[src/rtl/axi_lite_arbiter_2to1_if.sv]
// AXI4-Lite bundle shared by the two requester ports and the DRAM master port.
//   master modport : drives AW/W/AR payload+valid and B/R ready (a requester, or
//                    the arbiter facing DRAM).
//   slave modport  : the mirror image (the arbiter facing a requester, or DRAM).
interface axi_lite_arbiter_2to1_if #(
    parameter int ADDR_WIDTH = 32,
    parameter int DATA_WIDTH = 64,
    parameter int BYTE_WIDTH = DATA_WIDTH / 8
);
    logic [ADDR_WIDTH-1:0] awaddr;
    logic [2:0]            awprot;
    logic                  awvalid;
    logic                  awready;
    logic [DATA_WIDTH-1:0] wdata;
    logic [BYTE_WIDTH-1:0] wstrb;
    logic                  wvalid;
    logic                  wready;
    logic [1:0]            bresp;
    logic                  bvalid;
    logic                  bready;
    logic [ADDR_WIDTH-1:0] araddr;
    logic [2:0]            arprot;
    logic                  arvalid;
    logic                  arready;
    logic [DATA_WIDTH-1:0] rdata;
    logic [1:0]            rresp;
    logic                  rvalid;
    logic                  rready;

    modport master (
        output awaddr, awprot, awvalid, input awready,
        output wdata, wstrb, wvalid, input wready,
        input bresp, bvalid, output bready,
        output araddr, arprot, arvalid, input arready,
        input rdata, rresp, rvalid, output rready
    );

    modport slave (
        input awaddr, awprot, awvalid, output awready,
        input wdata, wstrb, wvalid, output wready,
        output bresp, bvalid, input bready,
        input araddr, arprot, arvalid, output arready,
        output rdata, rresp, rvalid, input rready
    );
endinterface

[src/rtl/axi_lite_arbiter_2to1.sv]
// 2:1 AXI4-Lite arbiter sharing one DRAM master port between the Microwatt core
// (s0) and the PS loader/debug master (s1). Read and write sides have their own
// round-robin arbiter, each allowing one outstanding transaction.
// Ports:
//   aclk, aresetn       clock, asynchronous active-low reset
//   s0, s1              requester ports (slave modport)
//   m                   DRAM-facing port (master modport)
//   wr_grant / rd_grant current owner of the write / read path (valid when busy)
//   wr_busy / rd_busy   arbiter not idle
module axi_lite_arbiter_2to1 #(
    parameter int ADDR_WIDTH = 32,
    parameter int DATA_WIDTH = 64,
    parameter int BYTE_WIDTH = DATA_WIDTH / 8
) (
    input  logic                           aclk,
    input  logic                           aresetn,
    axi_lite_arbiter_2to1_if.slave         s0,
    axi_lite_arbiter_2to1_if.slave         s1,
    axi_lite_arbiter_2to1_if.master        m,
    output logic                           wr_grant,
    output logic                           rd_grant,
    output logic                           wr_busy,
    output logic                           rd_busy
);
    typedef enum logic [1:0] {W_IDLE, W_XFER, W_RESP} w_state_t;
    typedef enum logic [1:0] {R_IDLE, R_ADDR, R_DATA} r_state_t;

    // Requester signals gathered into arrays indexed by requester number so the
    // grant register can select directly.
    logic [1:0]                 awvalid_s, wvalid_s, bready_s, arvalid_s, rready_s;
    logic [1:0][ADDR_WIDTH-1:0] awaddr_s, araddr_s;
    logic [1:0][2:0]            awprot_s, arprot_s;
    logic [1:0][DATA_WIDTH-1:0] wdata_s;
    logic [1:0][BYTE_WIDTH-1:0] wstrb_s;

    logic [1:0]                 awready_s, wready_s, bvalid_s, arready_s, rvalid_s;
    logic [1:0][1:0]            bresp_s, rresp_s;
    logic [1:0][DATA_WIDTH-1:0] rdata_s;

    assign awvalid_s = {s1.awvalid, s0.awvalid};
    assign awaddr_s  = {s1.awaddr,  s0.awaddr};
    assign awprot_s  = {s1.awprot,  s0.awprot};
    assign wvalid_s  = {s1.wvalid,  s0.wvalid};
    assign wdata_s   = {s1.wdata,   s0.wdata};
    assign wstrb_s   = {s1.wstrb,   s0.wstrb};
    assign bready_s  = {s1.bready,  s0.bready};
    assign arvalid_s = {s1.arvalid, s0.arvalid};
    assign araddr_s  = {s1.araddr,  s0.araddr};
    assign arprot_s  = {s1.arprot,  s0.arprot};
    assign rready_s  = {s1.rready,  s0.rready};

    assign s0.awready = awready_s[0];
    assign s1.awready = awready_s[1];
    assign s0.wready  = wready_s[0];
    assign s1.wready  = wready_s[1];
    assign s0.bvalid  = bvalid_s[0];
    assign s1.bvalid  = bvalid_s[1];
    assign s0.bresp   = bresp_s[0];
    assign s1.bresp   = bresp_s[1];
    assign s0.arready = arready_s[0];
    assign s1.arready = arready_s[1];
    assign s0.rvalid  = rvalid_s[0];
    assign s1.rvalid  = rvalid_s[1];
    assign s0.rresp   = rresp_s[0];
    assign s1.rresp   = rresp_s[1];
    assign s0.rdata   = rdata_s[0];
    assign s1.rdata   = rdata_s[1];

    // ------------------------------------------------------------------
    // Write arbiter
    // ------------------------------------------------------------------
    w_state_t w_state, w_next;
    logic     wr_gnt, wr_gnt_next;
    logic     wr_rr, wr_rr_next;
    logic     aw_done, aw_done_next;
    logic     w_done, w_done_next;
    logic     m_awvalid, m_wvalid, m_bready;

    always_ff @(posedge aclk or negedge aresetn) begin
        if (!aresetn) begin
            w_state <= W_IDLE;
            wr_gnt  <= 1'b0;
            wr_rr   <= 1'b0;
            aw_done <= 1'b0;
            w_done  <= 1'b0;
        end else begin
            w_state <= w_next;
            wr_gnt  <= wr_gnt_next;
            wr_rr   <= wr_rr_next;
            aw_done <= aw_done_next;
            w_done  <= w_done_next;
        end
    end

    always_comb begin
        w_next       = w_state;
        wr_gnt_next  = wr_gnt;
        wr_rr_next   = wr_rr;
        aw_done_next = aw_done;
        w_done_next  = w_done;
        m_awvalid    = 1'b0;
        m_wvalid     = 1'b0;
        m_bready     = 1'b0;
        awready_s    = '0;
        wready_s     = '0;
        bvalid_s     = '0;
        bresp_s      = '0;
        unique case (w_state)
            W_IDLE: begin
                // Grant is decided only from AW; a lone W waits unacknowledged.
                if (|awvalid_s) begin
                    wr_gnt_next = (&awvalid_s) ? wr_rr : awvalid_s[1];
                    w_next      = W_XFER;
                end
            end
            W_XFER: begin
                // AW and W complete independently; the done flags mask the
                // channel that has already handshaken.
                m_awvalid         = awvalid_s[wr_gnt] & ~aw_done;
                awready_s[wr_gnt] = m.awready & ~aw_done;
                m_wvalid          = wvalid_s[wr_gnt] & ~w_done;
                wready_s[wr_gnt]  = m.wready & ~w_done;
                aw_done_next      = aw_done | (m_awvalid & m.awready);
                w_done_next       = w_done | (m_wvalid & m.wready);
                if (aw_done_next && w_done_next) begin
                    aw_done_next = 1'b0;
                    w_done_next  = 1'b0;
                    w_next       = W_RESP;
                end
            end
            W_RESP: begin
                m_bready         = bready_s[wr_gnt];
                bvalid_s[wr_gnt] = m.bvalid;
                bresp_s[wr_gnt]  = m.bresp;
                if (m.bvalid && m_bready) begin
                    wr_rr_next = ~wr_gnt;
                    w_next     = W_IDLE;
                end
            end
            default: w_next = W_IDLE;
        endcase
    end

    assign m.awvalid = m_awvalid;
    assign m.wvalid  = m_wvalid;
    assign m.bready  = m_bready;
    assign m.awaddr  = (w_state == W_XFER) ? awaddr_s[wr_gnt] : '0;
    assign m.awprot  = (w_state == W_XFER) ? awprot_s[wr_gnt] : '0;
    assign m.wdata   = (w_state == W_XFER) ? wdata_s[wr_gnt]  : '0;
    assign m.wstrb   = (w_state == W_XFER) ? wstrb_s[wr_gnt]  : '0;
    assign wr_grant  = wr_gnt;
    assign wr_busy   = (w_state != W_IDLE);

    // ------------------------------------------------------------------
    // Read arbiter
    // ------------------------------------------------------------------
    r_state_t r_state, r_next;
    logic     rd_gnt, rd_gnt_next;
    logic     rd_rr, rd_rr_next;
    logic     m_arvalid, m_rready;

    always_ff @(posedge aclk or negedge aresetn) begin
        if (!aresetn) begin
            r_state <= R_IDLE;
            rd_gnt  <= 1'b0;
            rd_rr   <= 1'b0;
        end else begin
            r_state <= r_next;
            rd_gnt  <= rd_gnt_next;
            rd_rr   <= rd_rr_next;
        end
    end

    always_comb begin
        r_next      = r_state;
        rd_gnt_next = rd_gnt;
        rd_rr_next  = rd_rr;
        m_arvalid   = 1'b0;
        m_rready    = 1'b0;
        arready_s   = '0;
        rvalid_s    = '0;
        rresp_s     = '0;
        rdata_s     = '0;
        unique case (r_state)
            R_IDLE: begin
                if (|arvalid_s) begin
                    rd_gnt_next = (&arvalid_s) ? rd_rr : arvalid_s[1];
                    r_next      = R_ADDR;
                end
            end
            R_ADDR: begin
                m_arvalid         = arvalid_s[rd_gnt];
                arready_s[rd_gnt] = m.arready;
                if (m_arvalid && m.arready)
                    r_next = R_DATA;
            end
            R_DATA: begin
                m_rready         = rready_s[rd_gnt];
                rvalid_s[rd_gnt] = m.rvalid;
                rresp_s[rd_gnt]  = m.rresp;
                rdata_s[rd_gnt]  = m.rdata;
                if (m.rvalid && m_rready) begin
                    rd_rr_next = ~rd_gnt;
                    r_next     = R_IDLE;
                end
            end
            default: r_next = R_IDLE;
        endcase
    end

    assign m.arvalid = m_arvalid;
    assign m.rready  = m_rready;
    assign m.araddr  = (r_state == R_ADDR) ? araddr_s[rd_gnt] : '0;
    assign m.arprot  = (r_state == R_ADDR) ? arprot_s[rd_gnt] : '0;
    assign rd_grant  = rd_gnt;
    assign rd_busy   = (r_state != R_IDLE);
endmodule

[src/flat_wrapper.sv]
// flat-port wrapper written by rule: the top's interface ports become plain ports
module axi_lite_arbiter_2to1_flat 
#(
    parameter int ADDR_WIDTH = 32,
    parameter int DATA_WIDTH = 64,
    parameter int BYTE_WIDTH = DATA_WIDTH / 8
)
  (aclk, aresetn, wr_grant, rd_grant, wr_busy, rd_busy, s0_awaddr, s0_awprot, s0_awvalid, s0_awready, s0_wdata, s0_wstrb, s0_wvalid, s0_wready, s0_bresp, s0_bvalid, s0_bready, s0_araddr, s0_arprot, s0_arvalid, s0_arready, s0_rdata, s0_rresp, s0_rvalid, s0_rready, s1_awaddr, s1_awprot, s1_awvalid, s1_awready, s1_wdata, s1_wstrb, s1_wvalid, s1_wready, s1_bresp, s1_bvalid, s1_bready, s1_araddr, s1_arprot, s1_arvalid, s1_arready, s1_rdata, s1_rresp, s1_rvalid, s1_rready, m_awaddr, m_awprot, m_awvalid, m_awready, m_wdata, m_wstrb, m_wvalid, m_wready, m_bresp, m_bvalid, m_bready, m_araddr, m_arprot, m_arvalid, m_arready, m_rdata, m_rresp, m_rvalid, m_rready);
  axi_lite_arbiter_2to1_if #(.ADDR_WIDTH(ADDR_WIDTH), .DATA_WIDTH(DATA_WIDTH), .BYTE_WIDTH(BYTE_WIDTH)) s0_i ();
  axi_lite_arbiter_2to1_if #(.ADDR_WIDTH(ADDR_WIDTH), .DATA_WIDTH(DATA_WIDTH), .BYTE_WIDTH(BYTE_WIDTH)) s1_i ();
  axi_lite_arbiter_2to1_if #(.ADDR_WIDTH(ADDR_WIDTH), .DATA_WIDTH(DATA_WIDTH), .BYTE_WIDTH(BYTE_WIDTH)) m_i ();
  input  logic aclk;
  input  logic aresetn;
  output logic wr_grant;
  output logic rd_grant;
  output logic wr_busy;
  output logic rd_busy;
  input wire logic [$bits(s0_i.awaddr)-1:0] s0_awaddr;
  input wire logic [$bits(s0_i.awprot)-1:0] s0_awprot;
  input wire logic [$bits(s0_i.awvalid)-1:0] s0_awvalid;
  output wire logic [$bits(s0_i.awready)-1:0] s0_awready;
  input wire logic [$bits(s0_i.wdata)-1:0] s0_wdata;
  input wire logic [$bits(s0_i.wstrb)-1:0] s0_wstrb;
  input wire logic [$bits(s0_i.wvalid)-1:0] s0_wvalid;
  output wire logic [$bits(s0_i.wready)-1:0] s0_wready;
  output wire logic [$bits(s0_i.bresp)-1:0] s0_bresp;
  output wire logic [$bits(s0_i.bvalid)-1:0] s0_bvalid;
  input wire logic [$bits(s0_i.bready)-1:0] s0_bready;
  input wire logic [$bits(s0_i.araddr)-1:0] s0_araddr;
  input wire logic [$bits(s0_i.arprot)-1:0] s0_arprot;
  input wire logic [$bits(s0_i.arvalid)-1:0] s0_arvalid;
  output wire logic [$bits(s0_i.arready)-1:0] s0_arready;
  output wire logic [$bits(s0_i.rdata)-1:0] s0_rdata;
  output wire logic [$bits(s0_i.rresp)-1:0] s0_rresp;
  output wire logic [$bits(s0_i.rvalid)-1:0] s0_rvalid;
  input wire logic [$bits(s0_i.rready)-1:0] s0_rready;
  input wire logic [$bits(s1_i.awaddr)-1:0] s1_awaddr;
  input wire logic [$bits(s1_i.awprot)-1:0] s1_awprot;
  input wire logic [$bits(s1_i.awvalid)-1:0] s1_awvalid;
  output wire logic [$bits(s1_i.awready)-1:0] s1_awready;
  input wire logic [$bits(s1_i.wdata)-1:0] s1_wdata;
  input wire logic [$bits(s1_i.wstrb)-1:0] s1_wstrb;
  input wire logic [$bits(s1_i.wvalid)-1:0] s1_wvalid;
  output wire logic [$bits(s1_i.wready)-1:0] s1_wready;
  output wire logic [$bits(s1_i.bresp)-1:0] s1_bresp;
  output wire logic [$bits(s1_i.bvalid)-1:0] s1_bvalid;
  input wire logic [$bits(s1_i.bready)-1:0] s1_bready;
  input wire logic [$bits(s1_i.araddr)-1:0] s1_araddr;
  input wire logic [$bits(s1_i.arprot)-1:0] s1_arprot;
  input wire logic [$bits(s1_i.arvalid)-1:0] s1_arvalid;
  output wire logic [$bits(s1_i.arready)-1:0] s1_arready;
  output wire logic [$bits(s1_i.rdata)-1:0] s1_rdata;
  output wire logic [$bits(s1_i.rresp)-1:0] s1_rresp;
  output wire logic [$bits(s1_i.rvalid)-1:0] s1_rvalid;
  input wire logic [$bits(s1_i.rready)-1:0] s1_rready;
  output wire logic [$bits(m_i.awaddr)-1:0] m_awaddr;
  output wire logic [$bits(m_i.awprot)-1:0] m_awprot;
  output wire logic [$bits(m_i.awvalid)-1:0] m_awvalid;
  input wire logic [$bits(m_i.awready)-1:0] m_awready;
  output wire logic [$bits(m_i.wdata)-1:0] m_wdata;
  output wire logic [$bits(m_i.wstrb)-1:0] m_wstrb;
  output wire logic [$bits(m_i.wvalid)-1:0] m_wvalid;
  input wire logic [$bits(m_i.wready)-1:0] m_wready;
  input wire logic [$bits(m_i.bresp)-1:0] m_bresp;
  input wire logic [$bits(m_i.bvalid)-1:0] m_bvalid;
  output wire logic [$bits(m_i.bready)-1:0] m_bready;
  output wire logic [$bits(m_i.araddr)-1:0] m_araddr;
  output wire logic [$bits(m_i.arprot)-1:0] m_arprot;
  output wire logic [$bits(m_i.arvalid)-1:0] m_arvalid;
  input wire logic [$bits(m_i.arready)-1:0] m_arready;
  input wire logic [$bits(m_i.rdata)-1:0] m_rdata;
  input wire logic [$bits(m_i.rresp)-1:0] m_rresp;
  input wire logic [$bits(m_i.rvalid)-1:0] m_rvalid;
  output wire logic [$bits(m_i.rready)-1:0] m_rready;
  assign s0_i.awaddr = s0_awaddr;
  assign s0_i.awprot = s0_awprot;
  assign s0_i.awvalid = s0_awvalid;
  assign s0_awready = s0_i.awready;
  assign s0_i.wdata = s0_wdata;
  assign s0_i.wstrb = s0_wstrb;
  assign s0_i.wvalid = s0_wvalid;
  assign s0_wready = s0_i.wready;
  assign s0_bresp = s0_i.bresp;
  assign s0_bvalid = s0_i.bvalid;
  assign s0_i.bready = s0_bready;
  assign s0_i.araddr = s0_araddr;
  assign s0_i.arprot = s0_arprot;
  assign s0_i.arvalid = s0_arvalid;
  assign s0_arready = s0_i.arready;
  assign s0_rdata = s0_i.rdata;
  assign s0_rresp = s0_i.rresp;
  assign s0_rvalid = s0_i.rvalid;
  assign s0_i.rready = s0_rready;
  assign s1_i.awaddr = s1_awaddr;
  assign s1_i.awprot = s1_awprot;
  assign s1_i.awvalid = s1_awvalid;
  assign s1_awready = s1_i.awready;
  assign s1_i.wdata = s1_wdata;
  assign s1_i.wstrb = s1_wstrb;
  assign s1_i.wvalid = s1_wvalid;
  assign s1_wready = s1_i.wready;
  assign s1_bresp = s1_i.bresp;
  assign s1_bvalid = s1_i.bvalid;
  assign s1_i.bready = s1_bready;
  assign s1_i.araddr = s1_araddr;
  assign s1_i.arprot = s1_arprot;
  assign s1_i.arvalid = s1_arvalid;
  assign s1_arready = s1_i.arready;
  assign s1_rdata = s1_i.rdata;
  assign s1_rresp = s1_i.rresp;
  assign s1_rvalid = s1_i.rvalid;
  assign s1_i.rready = s1_rready;
  assign m_awaddr = m_i.awaddr;
  assign m_awprot = m_i.awprot;
  assign m_awvalid = m_i.awvalid;
  assign m_i.awready = m_awready;
  assign m_wdata = m_i.wdata;
  assign m_wstrb = m_i.wstrb;
  assign m_wvalid = m_i.wvalid;
  assign m_i.wready = m_wready;
  assign m_i.bresp = m_bresp;
  assign m_i.bvalid = m_bvalid;
  assign m_bready = m_i.bready;
  assign m_araddr = m_i.araddr;
  assign m_arprot = m_i.arprot;
  assign m_arvalid = m_i.arvalid;
  assign m_i.arready = m_arready;
  assign m_i.rdata = m_rdata;
  assign m_i.rresp = m_rresp;
  assign m_i.rvalid = m_rvalid;
  assign m_rready = m_i.rready;
  axi_lite_arbiter_2to1 #(.ADDR_WIDTH(ADDR_WIDTH), .DATA_WIDTH(DATA_WIDTH), .BYTE_WIDTH(BYTE_WIDTH)) u_core (.aclk(aclk), .aresetn(aresetn), .s0(s0_i), .s1(s1_i), .m(m_i), .wr_grant(wr_grant), .rd_grant(rd_grant), .wr_busy(wr_busy), .rd_busy(rd_busy));
endmodule
[config.mk]
export PLATFORM = sky130hd
export DESIGN_NAME = axi_lite_arbiter_2to1_flat
export DESIGN_NICKNAME = d
export VERILOG_FILES = /design/src/rtl/axi_lite_arbiter_2to1_if.sv /design/src/rtl/axi_lite_arbiter_2to1.sv /design/src/flat_wrapper.sv
export SDC_FILE = /design/constraint.sdc
export NUM_CORES = 1
export LEC_CHECK = 0
export CAP_MARGIN = 10
export CORE_AREA = 2 2 259 261
export CTS_CLUSTER_SIZE = 8
export DETAILED_ROUTE_END_ITERATION = 6
export DIE_AREA = 0 0 261 263
export PLACE_DENSITY = 0.37
export RECOVER_POWER = 25
export SLEW_MARGIN = 0
export SYNTH_ARGS = -nofsm -noshare
export SYNTH_HDL_FRONTEND = slang
export SYNTH_SLANG_ARGS = --single-unit
[constraint.sdc]
create_clock -name aclk -period 1.5 [get_ports aclk]
set_input_delay 0.15 -clock aclk [delete_from_list [all_inputs] [get_ports aclk]]
set_output_delay 0.15 -clock aclk [all_outputs]
set_load 0.05 [all_outputs]
==> results.ini <==
[clock_network]
clkSinkCount=10
hold_buffers=0
root_buffer=clkbuf_16
cts_tree=done
cts.clk_slew.worst_paths_ns=0.04
clock_latency_ns=0.25
htree_levels=1
cts-buffers-inserted=3
cts.path.max_buffers=2

[grt]
grt_util_all_layers=0.09775
grt_max_degree=27
grt-ovfl-total=0
grt_pass1_vias=7365
antenna_found_initial=3
grt_pass1_wl_microns=49970

[setup_path]
critPathRequiredTime_ns=1.35
r2r_end=u_core.w_state[1]$_DFFE_PN0P_
rr_startpoint=u_core.wr_grant$_DFFE_PN0P_
arrival_ns=1.66
slowest_delay_ns=0.43
rr_worst_depth=4
worstPathCellList=buf_6 -> and3_4 -> buf_12 -> buf_12 -> buf_16 -> and2_4 -> buf_12
worstPathMaxFanout=6
r2r_setup_slack_ns=-0.09
worst-setup-path-type=register to primary output
cp-end-kind=primary output
cp_common_cell=buf_12
crit_path_top_delay_cell=dfrtp_2
startpoint_type=register

[pwr]
powerDensity_nw_per_um2=1920
p_leak_uw=0.006669
p_seq_frac=0.017
p_clk_frac=0.016
p_switching_uw=17890
pwr-share-comb=0.967
irDropWorstVdd_uv=981.4
switching_share=0.5378
p_int_uw=15380
fin_total_pwr_uw=33260

[finish]
layout_common_cells=367 x clkdlybuf4s50_1, 229 x buf_12, 134 x and2_4, 127 x nor2_4, 86 x buf_4
finish.utilization=0.2640
layout.area.seq_sq_um=256.5
area_growth_syn_to_layout_pct=363.0
drive_above_1_share=0.6337
stdcell_area_sq_um=17330
multiInputGateArea_sq_um=5472
nNetsFinal=1645
fillers=6823
final_common_cell=clkdlybuf4s50_1

[logic_synthesis]
synthSimpleGateAreaFrac=0.4273
synth-xor-area-share=0
syn_nets=917
yosys.area_share.adder=0
async_flop_share=1.000
synthMuxAreaShare=0.3945
synthCells=548
synth_cell_types=36
synth_area_sq_um=3742
synth_top_family_by_area=simple AND/OR/NAND/NOR gates
synth_seq_cells=10
ys_warn_count=0
syn_area_per_cell_sq_um=6.829
synth-main-ff-cell=dfrtp_1
synth_compound_area_frac=0.03577
synth_edf_count=0
synth-seq-area-share=0.06687

[timing]
period_needed_ns=1.812
slew_headroom=0.5185
hold_viol_final=0
fin_ws_ns=-0.3116
period_share=1.208
setup_violations=296
tightest_slew_ns=0.7223
slew_violations=0
finClkSkew_ns=0.0003093
holdWs_ns=0.4895
rsz0062_at_grt=yes
fmax_ghz=0.5520

[die]
start_util=0.05702
io-pin-count=666
die_h_microns=263
die_w_microns=261
dieArea_sq_um=68640
core-area_sq_um=65630
rows=94

[worst_hold_path]
worstHoldPathType=input pin to asynchronous set/reset pin

[detailed_routing]
wirelength_microns=38260
drc=0
wire_per_inst_microns=17.88
final_antenna_net_count=0
dr.pass1.iters=4
via_per_inst=3.219
dr_total_vias=6889
drt_iter0_drc=121

[status]
outcome=finished with violations
violations=setup timing

[place]
port_buffers=665
hpwl_microns=31170
placed_area_sq_um=15030
gp_congestion=0.8086
dp_slack_ns=-0.1196

[flow_run]
cap_violations=0

==> routing by layer <==
layer,part of all wire,vias up,global-route usage,wire [microns]
met4,0.0099,0,0.01121,380
met5,0,-,0,0
met2,0.56,405,0.1984,21560
met1,0.32,3180,0.09254,12240
li1,-,3288,-,-
met3,0.11,16,0.03871,4075
==> power by group through the flow <==
stage / logic (uW) / clock network (uW) / registers, uW
after floorplan: 16600 / 0 / 618
after global placement: 27700 / 0 / 657
after detailed placement: 27700 / 0 / 661
after CTS: 30400 / 583 / 551
after global routing: 33500 / 604 / 569
final: 32200 / 544 / 550
==> layout make-up <==
cell class	instances	share of cell area
Inverter	6	0.001300
Multi-Input combinational cell	482	0.3158
Clock buffer	4	0.005127
Sequential cell	10	0.01480
Timing Repair Buffer	773	0.6004
Antenna cell	1	0.0001444
Tap cell	864	0.06240
==> state kept, by name, summed over array words and instances, names as in the netlist <==
| signal | cells |
|---|---|
| u_core.wr_grant | 1 |
| u_core.r_state | 2 |
| u_core.w_done | 1 |
| u_core.w_state | 2 |
| u_core.wr_rr | 1 |
| u_core.rd_grant | 1 |
| u_core.aw_done | 1 |
| u_core.rd_rr | 1 |
==> cells in the mapped netlist, types with 4 or more instances <==
cell type	n	area (sq um)
clkbuf_1	9	33.78
clkbuf_2	6	30.03
and2_1	134	838.3
buf_4	6	45.04
dfrtp_1	10	250.2
nor2_1	151	566.8
nor2b_1	5	31.28
a31oi_1	4	25.02
inv_1	6	22.52
mux2i_1	146	1461
buf_2	28	140.1
nand2_1	7	26.28
and3_1	5	31.28
==> worst max-delay path: cells and delay by family (launching register included) <==
kind                   cells  cell delay (ns)
buffers and inverters      5             0.65
AND/OR/NAND/NOR            2             0.33
flip-flops                 1             0.43
==> through the flow <==
stage / std cells / setup TNS, ns
detailed placement: 2083 / -3.551
floorplan: 548 / -23.01
global route: 2140 / -82.98
CTS: 2111 / -64.68
global placement: 2083 / -2.696
finish: 2140 / -64.31
==> how the worst max path moves through the flow <==
stage	startpoint	to	slack (ns)
final	u_core.r_state[1]$_DFFE_PN0P_	s1_rdata[33]	-0.31
after detailed placement	u_core.wr_grant$_DFFE_PN0P_	m_bready	-0.12
after global routing	u_core.r_state[1]$_DFFE_PN0P_	s1_rdata[33]	-0.36
after floorplan	u_core.wr_grant$_DFFE_PN0P_	m_awaddr[19]	-0.46
after CTS	u_core.wr_grant$_DFFE_PN0P_	s0_awready	-0.29
after global placement	u_core.wr_grant$_DFFE_PN0P_	m_wstrb[0]	-0.12
==> kinds of logic (layout without fill, tap and decap cells) <==
logic type / after synthesis / in the layout
compound gates: 19 / 19
buf+inv: 56 / 783
flops: 10 / 10
mux: 147 / 147
other cells: 0 / 1
simple gates: 316 / 316
==> repair_timing <==
item | in CTS | in global routing
gates resized for setup | 197 | 134
pin swaps | 47 | 47
setup buffers | 17 | 13
gates cloned | 7 | 20
setup endpoints to repair | 295 | 298
(Power assumes the default switching activity.)
